<file path="config.mk">
export PLATFORM = sky130hd
export DESIGN_NAME = buffer_sequencer
export DESIGN_NICKNAME = d
export VERILOG_FILES = /design/src/rtl/buffer_sequencer.sv
export SDC_FILE = /design/constraint.sdc
export NUM_CORES = 1
export LEC_CHECK = 0
export ABC_AREA = 1
export BUFFER_PORTS_ARGS = -buffer_cell sky130_fd_sc_hd__buf_2
export CAP_MARGIN = 25
export CORE_ASPECT_RATIO = 0.75
export CORE_MARGIN = 5
export CORE_UTILIZATION = 53
export CTS_CLUSTER_DIAMETER = 150
export DETAILED_ROUTE_END_ITERATION = 10
export GPL_TIMING_DRIVEN = 1
export HOLD_SLACK_MARGIN = 0.1
export PLACE_DENSITY = 0.82
export SETUP_SLACK_MARGIN = 0.15
export SLEW_MARGIN = 20
export SYNTH_ARGS = -nofsm -noshare
export SYNTH_HDL_FRONTEND = slang
export SYNTH_SLANG_ARGS = --single-unit
</file>
<file path="constraint.sdc">
create_clock -name clock -period 3.4 [get_ports clock]
set_clock_uncertainty 0.05 [all_clocks]
set_input_delay 0.34 -clock clock [delete_from_list [all_inputs] [get_ports clock]]
set_output_delay 0.34 -clock clock [all_outputs]
set_load 0.01 [all_outputs]
</file>
<file path="src/rtl/buffer_sequencer.sv">
// buffer_sequencer: paced write-side controller for the conv window shift buffer
module buffer_sequencer #(
  parameter int SIZE = 8,
  parameter int CYCLE = 8,
  parameter int BITi = 16,
  localparam int BITc = $clog2(SIZE),
  localparam int BITa = $clog2(CYCLE + 1)
) (
  input  logic                   clock,
  input  logic                   reset,
  input  logic                   start,
  input  logic                   terminate,
  input  logic                   in_valid,
  input  logic signed [BITi-1:0] in_data,
  output logic                   in_ready,
  output logic                   wr_en,
  output logic [BITc-1:0]        wr_addr,
  output logic signed [BITi-1:0] wr_data,
  output logic [BITc:0]          fill,
  output logic                   window_valid,
  input  logic                   window_ready,
  output logic                   busy,
  output logic                   done,
  output logic                   aborted
);
  typedef enum logic [2:0] {IDLE, FILL, GAP, SETTLE, PRESENT} state_t;
  state_t state, state_nxt;
  logic [BITa-1:0] gap;
  logic accept, last, handshake, abort;
  always_ff @(posedge clock or posedge reset)
    if (reset) state <= IDLE;
    else state <= state_nxt;
  always_comb begin
    state_nxt = state;
    case (state)
      IDLE:    state_nxt = start ? FILL : IDLE;
      FILL:    state_nxt = !accept ? FILL : last ? SETTLE : (CYCLE > 1) ? GAP : FILL;
      GAP:     state_nxt = (gap == BITa'(1)) ? FILL : GAP;
      SETTLE:  state_nxt = PRESENT;
      PRESENT: state_nxt = !window_ready ? PRESENT : start ? FILL : IDLE;
      default: state_nxt = IDLE;
    endcase
    if (abort) state_nxt = IDLE;
  end
  always_comb begin
    abort = terminate && state != IDLE;
    in_ready = state == FILL && !terminate;
    accept = in_valid && in_ready;
    last = fill == (BITc+1)'(SIZE - 1);
    handshake = state == PRESENT && window_ready;
    busy = state != IDLE;
  end
  // accept implies !terminate, so the clear and increment paths never collide
  always_ff @(posedge clock or posedge reset)
    if (reset) begin
      gap <= '0;
      fill <= '0;
      wr_en <= 1'b0;
      wr_addr <= '0;
      wr_data <= '0;
      window_valid <= 1'b0;
      done <= 1'b0;
      aborted <= 1'b0;
    end else begin
      wr_en <= accept;
      if (accept) begin
        wr_addr <= fill[BITc-1:0];
        wr_data <= in_data;
      end
      fill <= (abort || handshake || (state == IDLE && start)) ? '0 : accept ? fill + 1'b1 : fill;
      gap <= abort ? '0 : (accept && !last) ? BITa'(CYCLE - 1) : (state == GAP) ? gap - 1'b1 : gap;
      window_valid <= state_nxt == PRESENT;
      done <= handshake && !abort;
      aborted <= abort;
    end
endmodule

</file>
==> results of run 1 <==
final timing paths:
check                              end
max                            fill[1]
min                        wr_data[15]
max reg2reg                    fill[1]
min reg2reg                wr_data[13]
max in group asynchronous   wr_addr[0]
min in group asynchronous   wr_data[8]
final cells by class:
type / instances / area (um2)
inverters: 16 / 60.06
well taps: 38 / 47.55
repair buffers: 52 / 267.8
multi-input cells: 127 / 596.8
clock inverters: 1 / 5.005
fillers: 247 / 957.2
flip-flops and latches: 34 / 850.8
clock buffers: 7 / 86.33
power by group:
group | internal (mW) | switching [mW] | total [mW]
clock | 0.163 | 0.137 | 0.300
sequential | 0.543 | 0.0880 | 0.631
combinational | 0.222 | 0.350 | 0.572
cells by family after synthesis:
logic type	after synthesis	share of synthesized area [%]
AO/OA/AOI/OAI	6	2.266
XOR/XNOR	4	2.265
adder cells (fa/ha/maj)	3	2.427
buffers and inverters	20	6.391
flip-flops	34	55.02
AND/OR/NAND/NOR	114	31.64
metal layers:
metal | vias to the layer above | global-route usage (%)
li1 | 665 | -
met1 | 572 | 24.57
met2 | 42 | 23.48
met3 | 5 | 6.082
met4 | 0 | 7.105
met5 | - | 0
registers in the layout (all words and copies together), names as in the netlist:
signal,cells
wr_data,16
gap,4
wr_addr,3
state,3
done,1
fill,4
aborted,1
wr_en,1
window_valid,1
cell usage in the layout, fill, tap and decap left out, types with 2 or more instances in the layout:
cell / n
a21oi_1: 2
buf_2: 50
clkbuf_8: 6
dfrtp_1: 34
ha_1: 3
inv_1: 14
inv_2: 2
nand2_1: 85
nand2_2: 2
nand3_1: 6
nand3_2: 2
nand4_1: 3
nor2_1: 11
xor2_1: 4
critical path, stage by stage, from the launching register on:
cell and delay, ns:
dfrtp_1 0.40, inv_2 0.12, nand3_2 0.14, nor3_4 0.62, nor2_1 0.17, nand2_1 0.09
nand2_1 0.05
timing repair:
action	4_1_cts	5_1_grt
setup buffers	0	0
hold endpoints to repair	4	0
hold buffers	1	0
==> results.json, run 1 <==
{
  "clk_pin_slew_ns": 0.07,
  "io_pins": 51,
  "synth_most_common_cell": "nand2_1",
  "synthTopCellsByArea": "dfrtp_1, nand2_1, inv_1",
  "wl_met3_um": 295,
  "syn-cell-area_mm2": 0.001546,
  "hold_viol": 0,
  "stdcell_count": 275,
  "wirelength_um": 3233,
  "synth_ff_type": "dfrtp_1",
  "place_area_mm2": 0.001813,
  "htreeDepth": 2,
  "pre_cts_ws_ns": 1.612,
  "start_util_pct": 53.86,
  "critPathArrivalTime_ns": 1.89,
  "setup-tns-final_ns": 0,
  "cts_buffers": 5,
  "grtUsageTotal_pct": 17.21,
  "cap_violations": 0,
  "cts_sinks": 34,
  "power_mw": 1.503,
  "portBuffers": 50,
  "place_congestion": 0.7758,
  "syn_inst": 181,
  "grt_max_degree": 35,
  "root_buffer": "clkbuf_8",
  "ant_nets": 0,
  "worstPathMaxFanout": 24,
  "vias": 1284,
  "dp.cells": 266,
  "r2r_slack_ns": 1.63,
  "viasPerCell": 4.669,
  "met2_length_um": 1331,
  "cts.path.max_buffers": 2,
  "met1Wirelength_um": 1563,
  "cp-start-kind": "flip-flop",
  "netlist.area_leader.share_pct": 55.02,
  "status": "finished, final reports clean",
  "r2r_start": "state[2]",
  "worst_pin_slew_ns": 0.7779,
  "async_reset_ff_share_pct": 100.0,
  "crit_type": "flip-flop to flip-flop",
  "clk_latency_ns": 0.28,
  "period_minus_slack_ns": 1.766,
  "holdPathStages": 3,
  "cts_resized": 0,
  "synth_edf_count": 0,
  "endpoint_kind": "flip-flop",
  "synth_commonest_cells": "nand2_1, dfrtp_1, inv_1",
  "synth.distinct_cells": 23,
  "die_w_um": 72.38,
  "min_from": "in_data[15]",
  "rsz0062_at_grt": "no",
  "seq_area_frac_synth_pct": 55.02,
  "drc": 0,
  "syn_avg_cell_area_um2": 8.544,
  "post-route-period-util_pct": 51.95,
  "insertedDiodeCount": 0,
  "area_delta_synth_final_pct": 23.79,
  "fin_util_pct": 66.67,
  "antenna_found_initial": 0,
  "crit_required_ns": 3.52,
  "crit_start": "state[2]",
  "ys.warnings.count": 0,
  "synth_fp_nets": 206,
  "nNetsFinal": 261,
  "grt_pass1_vias": 1161,
  "ir_worst_vdd_v": 0.0003839,
  "holdWs_ns": 0.2020,
  "final_area_mm2": 0.001914,
  "yosys.area.top_type": "dfrtp_1",
  "highest_layer": "met4",
  "leakagePower_nw": 1.164,
  "route.detailed.wl_per_inst_um": 11.76,
  "maxSlewHeadroom_pct": 47.97,
  "grt_pass1_wl_um": 5402,
  "finalWorstSetupSlack_ns": 1.634,
  "min_path_type": "primary input to flip-flop",
  "die_h_um": 56.78,
  "drt-pass1-iter-count": 5,
  "dieArea_mm2": 0.004109,
  "final-setup-viol-count": 0,
  "max_freq_ghz": 0.5662,
  "drt_iter0_drc": 57,
  "powerDensity_mw_per_mm2": 784.9,
  "row_count": 17,
  "reg2reg_depth": 6,
  "hpwl_um": 2360,
  "synth-seq-cells": 34,
  "cts_tree": "built",
  "drv_slew": 0,
  "drive_gt1_share_pct": 28.27,
  "coreArea_mm2": 0.002872,
  "overflow": 0
}
Power figures use the tool's default switching activity.
==> run 2, diff against run 1 <==
--- a/config.mk
+++ b/config.mk
@@ -10,12 +10,12 @@
 export CAP_MARGIN = 25
 export CORE_ASPECT_RATIO = 0.75
 export CORE_MARGIN = 5
-export CORE_UTILIZATION = 53
+export CORE_UTILIZATION = 45
 export CTS_CLUSTER_DIAMETER = 150
 export DETAILED_ROUTE_END_ITERATION = 10
 export GPL_TIMING_DRIVEN = 1
 export HOLD_SLACK_MARGIN = 0.1
-export PLACE_DENSITY = 0.82
+export PLACE_DENSITY = 0.74
 export SETUP_SLACK_MARGIN = 0.15
 export SLEW_MARGIN = 20
 export SYNTH_ARGS = -nofsm -noshare
==> constraint.sdc (replaced) <==
create_clock -name clock -period 1.5 [get_ports clock]
set_clock_uncertainty 0.05 [all_clocks]
set_input_delay 0.15 -clock clock [delete_from_list [all_inputs] [get_ports clock]]
set_output_delay 0.15 -clock clock [all_outputs]
set_load 0.01 [all_outputs]
==> results.json, run 2 (synthesis results as in run 1) <==
{
  "status": "finished, final reports clean",
  "drt-pass1-iter-count": 4,
  "coreArea_mm2": 0.003311,
  "grt_pass1_vias": 1432,
  "drc": 0,
  "crit_chain": "inv_2 -> nand3_4 -> nor3_4 -> buf_4 -> nand2_1 -> nand2_1",
  "antenna_found_initial": 0,
  "final_cell_mix": "nand2_1, buf_2, dfrtp_1",
  "period_minus_slack_ns": 1.408,
  "reg2reg_depth": 6,
  "vias": 1500,
  "io_pins": 51,
  "grt-busiest-layer": "met2",
  "power_frac_seq_pct": 35.2,
  "slowest_delay_ns": 0.44,
  "start_util_pct": 46.71,
  "clk_latency_ns": 0.29,
  "met3_usage_pct": 4.599,
  "insertedDiodeCount": 0,
  "drt_iter0_drc": 67,
  "place_area_mm2": 0.001868,
  "num-fill-cells": 254,
  "viasPerCell": 4.839,
  "met1_usage_pct": 22.07,
  "regMostFlops": "wr_data",
  "portBuffers": 50,
  "dieArea_mm2": 0.004721,
  "final_common_cell": "nand2_1",
  "holdPathStages": 3,
  "maxSlewHeadroom_pct": 71.13,
  "pre_cts_ws_ns": 0.1012,
  "ir_worst_vdd_v": 0.001028,
  "leakagePower_nw": 1.337,
  "cap_violations": 0,
  "grt_max_degree": 35,
  "worstPathMaxFanout": 9,
  "min_path_type": "primary input to flip-flop",
  "route.detailed.wl_per_inst_um": 12.98,
  "p_sw_mw": 1.478,
  "cts_tree": "built",
  "ant_nets": 0,
  "max_freq_ghz": 0.7103,
  "post-route-period-util_pct": 93.86,
  "die_w_um": 77.69,
  "cp-start-kind": "flip-flop",
  "clockPowerShare_pct": 24.8,
  "hpwl_um": 2516,
  "largestRegisters": "wr_data x16, fill x4, gap x4",
  "final-setup-viol-count": 0,
  "endpoint_kind": "flip-flop",
  "grt_use_met2_pct": 29.73,
  "crit_type": "flip-flop to flip-flop",
  "cts.path.max_buffers": 2,
  "swShare_pct": 36.09,
  "p_comb_share_pct": 40.0,
  "worst_pin_slew_ns": 0.4331,
  "grt_pass1_wl_um": 6437,
  "r2r_slack_ns": 0.09,
  "die_h_um": 60.77,
  "cts_sinks": 34,
  "cts_buffers": 5,
  "place_congestion": 0.7592,
  "largest_reg_flops": 16,
  "stdcell_count": 310,
  "row_count": 18,
  "crit_top_cell": "nand2_1",
  "htreeDepth": 2,
  "drv_slew": 0,
  "rsz0062_at_grt": "yes",
  "overflow": 0,
  "area_delta_synth_final_pct": 48.71,
  "root_buffer": "clkbuf_8",
  "power_mw": 4.095,
  "fin_util_pct": 69.46,
  "finalWorstSetupSlack_ns": 0.09214,
  "dp.cells": 275,
  "intPower_mw": 2.617,
  "final_area_mm2": 0.002300,
  "crit_required_ns": 1.68,
  "grtUsageTotal_pct": 17.71,
  "wirelength_um": 4024,
  "nNetsFinal": 294,
  "drive_gt1_share_pct": 33.33,
  "powerDensity_mw_per_mm2": 1781,
  "critPathArrivalTime_ns": 1.59,
  "hold_viol": 0,
  "cp_slowest_cell": "dfrtp_1",
  "clk_pin_slew_ns": 0.08
}
[run 2: timing repair]
item / CTS / global route
pin swaps: 1 / 4
endpoints found under the hold margin: 51 / 0
gates resized for setup: 3 / 11
hold buffers: 18 / 0
buffers inserted: 6 / 3
endpoints found under the setup margin: 21 / 31
[run 2: per-stage QoR]
step | setup TNS, ns | hold slack (ns)
after floorplan | 0 | 0.1664
after global placement | 0 | 0.2127
final | 0 | 0.1424
after detailed placement | 0 | 0.2158
after global routing | -0.01501 | 0.1745
after CTS | 0 | 0.1128
[run 2: cell type report]
class | count | area (um2) | share of cell area, %
clock inverters | 3 | 68.82 | 2.992
flip-flops and latches | 34 | 852.1 | 37.05
clock buffers | 5 | 68.82 | 2.992
repair buffers | 85 | 579.3 | 25.19
inverters | 16 | 60.06 | 2.612
multi-input cells | 127 | 620.6 | 26.99
well taps | 40 | 50.05 | 2.176
[run 2: power groups by stage]
stage                     sequential (mW)  clock, mW  combinational, mW
after global placement               1.43          0               1.37
final                                1.44       1.02               1.64
after global routing                 1.48       1.07               1.83
after detailed placement             1.43          0               1.39
after CTS                            1.43       1.03               1.54
after floorplan                      1.55          0              0.760
[run 2: worst paths after layout]
check,from,endpoint
worst max-delay path,state[1],wr_addr[2]
worst min-delay path,window_ready,done
worst max register to register,state[1],wr_addr[2]
worst min register to register,wr_data[4],wr_data[4]
max in group asynchronous,reset,state[0]
min in group asynchronous,reset,wr_addr[1]
[run 2: per-layer routing]
metal / vias up / share of wire, % / wire, um
met5: - / 0 / 0
met1: 703 / 45 / 1814
met2: 53 / 47 / 1891
met4: 0 / 1.9 / 76
met3: 9 / 6.0 / 242
li1: 735 / - / -
[run 2: worst max-delay path, delay by kind of cell, from the launching register on]
| family | cells | cell delay (ns) |
|---|---|---|
| flops | 1 | 0.44 |
| simple gates | 4 | 0.51 |
| buf+inv | 2 | 0.35 |
==> run 3, diff against run 2 <==
--- a/config.mk
+++ b/config.mk
@@ -10,12 +10,12 @@
 export CAP_MARGIN = 25
 export CORE_ASPECT_RATIO = 0.75
 export CORE_MARGIN = 5
-export CORE_UTILIZATION = 45
+export CORE_UTILIZATION = 53
 export CTS_CLUSTER_DIAMETER = 150
 export DETAILED_ROUTE_END_ITERATION = 10
 export GPL_TIMING_DRIVEN = 1
 export HOLD_SLACK_MARGIN = 0.1
-export PLACE_DENSITY = 0.74
+export PLACE_DENSITY = 0.82
 export SETUP_SLACK_MARGIN = 0.15
 export SLEW_MARGIN = 20
 export SYNTH_ARGS = -nofsm -noshare
==> constraint.sdc (replaced) <==
create_clock -name clock -period 1.75 [get_ports clock]
set_clock_uncertainty 0.05 [all_clocks]
set_input_delay 0.175 -clock clock [delete_from_list [all_inputs] [get_ports clock]]
set_output_delay 0.175 -clock clock [all_outputs]
set_load 0.01 [all_outputs]
==> results.json, run 3 (synthesis results as in run 1) <==
{
  "r2r_start": "state[2]",
  "coreArea_mm2": 0.002872,
  "area_delta_synth_final_pct": 37.38,
  "largest_reg_flops": 16,
  "place_congestion": 0.8185,
  "cts_buffers": 5,
  "grt_pass1_wl_um": 6182,
  "crit_type": "flip-flop to flip-flop",
  "clk_latency_ns": 0.29,
  "cts_hold_buf": 17,
  "final_common_cell": "nand2_1",
  "num-fill-cells": 207,
  "hpwl_um": 2473,
  "vias": 1402,
  "maxSlewHeadroom_pct": 71.74,
  "htreeDepth": 2,
  "r2r_slack_ns": 0.30,
  "status": "finished, final reports clean",
  "hold_viol": 0,
  "rsz0062_at_grt": "no",
  "root_buffer": "clkbuf_8",
  "ir_worst_vdd_v": 0.0008901,
  "portBuffers": 50,
  "cts_sinks": 34,
  "dieArea_mm2": 0.004109,
  "clk_pin_slew_ns": 0.07,
  "die_h_um": 56.78,
  "worst_pin_slew_ns": 0.4238,
  "nNetsFinal": 280,
  "drt_iter0_drc": 76,
  "crit_required_ns": 1.92,
  "final-setup-viol-count": 0,
  "max_freq_ghz": 0.6877,
  "post-route-period-util_pct": 83.10,
  "die_w_um": 72.38,
  "io_pins": 51,
  "cts.path.max_buffers": 2,
  "cts_resized": 0,
  "post-cts-setup-buffers": 0,
  "start_util_pct": 53.86,
  "fin_util_pct": 73.99,
  "cap_violations": 0,
  "drive_gt1_share_pct": 26.95,
  "endpoint_kind": "flip-flop",
  "powerDensity_mw_per_mm2": 1470,
  "grt_max_degree": 35,
  "cp-start-kind": "flip-flop",
  "overflow": 0,
  "insertedDiodeCount": 0,
  "grt_pass1_vias": 1317,
  "largestRegisters": "wr_data x16, fill x4, gap x4",
  "antenna_found_initial": 0,
  "crit_start": "state[2]",
  "seqCellArea_um2": 850.8,
  "grtUsageTotal_pct": 19.77,
  "leakagePower_nw": 1.256,
  "setup-tns-final_ns": 0,
  "period_minus_slack_ns": 1.454,
  "drv_slew": 0,
  "cts_tree": "built",
  "wirelength_um": 3690,
  "min_path_type": "primary input to flip-flop",
  "critPathArrivalTime_ns": 1.63,
  "drc": 0,
  "regMostFlops": "wr_data",
  "min_from": "terminate",
  "final_cell_mix": "nand2_1, buf_2, dfrtp_1",
  "ant_nets": 0,
  "drt-pass1-iter-count": 4,
  "route.detailed.wl_per_inst_um": 12.55,
  "viasPerCell": 4.769,
  "multiInputGateArea_um2": 596.8,
  "worstPathMaxFanout": 16,
  "row_count": 17
}
## run 3: critical path, cell delays in order (launching register included)
cell and delay (ns):
dfrtp_1 0.40, inv_2 0.11, nand3_2 0.13, nor2_2 0.12
nand2_1 0.19, buf_12 0.21, nand2_1 0.05, nand2_1 0.05
nor2_1 0.08
## run 3: final timing paths
path,cells after the start,end
min in group asynchronous,4,wr_data[11]
min,2,done
max in group asynchronous,4,wr_data[5]
max reg2reg,8,fill[0]
max,8,fill[0]
min reg2reg,2,wr_data[0]
## run 3: stage by stage
step	power (mW)	area [um2]	setup slack (ns)	std cells	hold slack, ns
after floorplan	1.978	1546	0.4369	181	0.1914
after global placement	2.370	1848	0.3608	269	0.2304
after detailed placement	2.401	1848	0.3020	269	0.2338
after CTS	3.135	2125	0.2864	294	0.1229
after global routing	3.366	2125	0.1503	294	0.1369
final	3.122	2125	0.2958	294	0.1241
## run 3: layer usage
metal | track usage, % | part of all wire, % | up-vias
met4 | 4.737 | 1.5 | 0
met3 | 9.660 | 10 | 7
met2 | 28.92 | 44 | 59
met5 | 0 | 0 | -
li1 | - | - | 700
met1 | 26.31 | 44 | 636
## run 3: cell type report
| class | count | share of cell area [%] |
|---|---|---|
| sequential | 34 | 40.05 |
| multi-input combinational | 127 | 28.09 |
| timing repair buffer | 71 | 21.79 |
| clock buffer | 7 | 3.592 |
| inverter | 16 | 2.827 |
| tap | 38 | 2.238 |
| clock inverter | 1 | 1.413 |
## run 3: power by group
group	switching [mW]	leakage, nW	internal (mW)
combinational	0.713	0.760	0.481
sequential	0.175	0.444	1.05
clock	0.273	0.0524	0.426
total	1.16	1.26	1.96
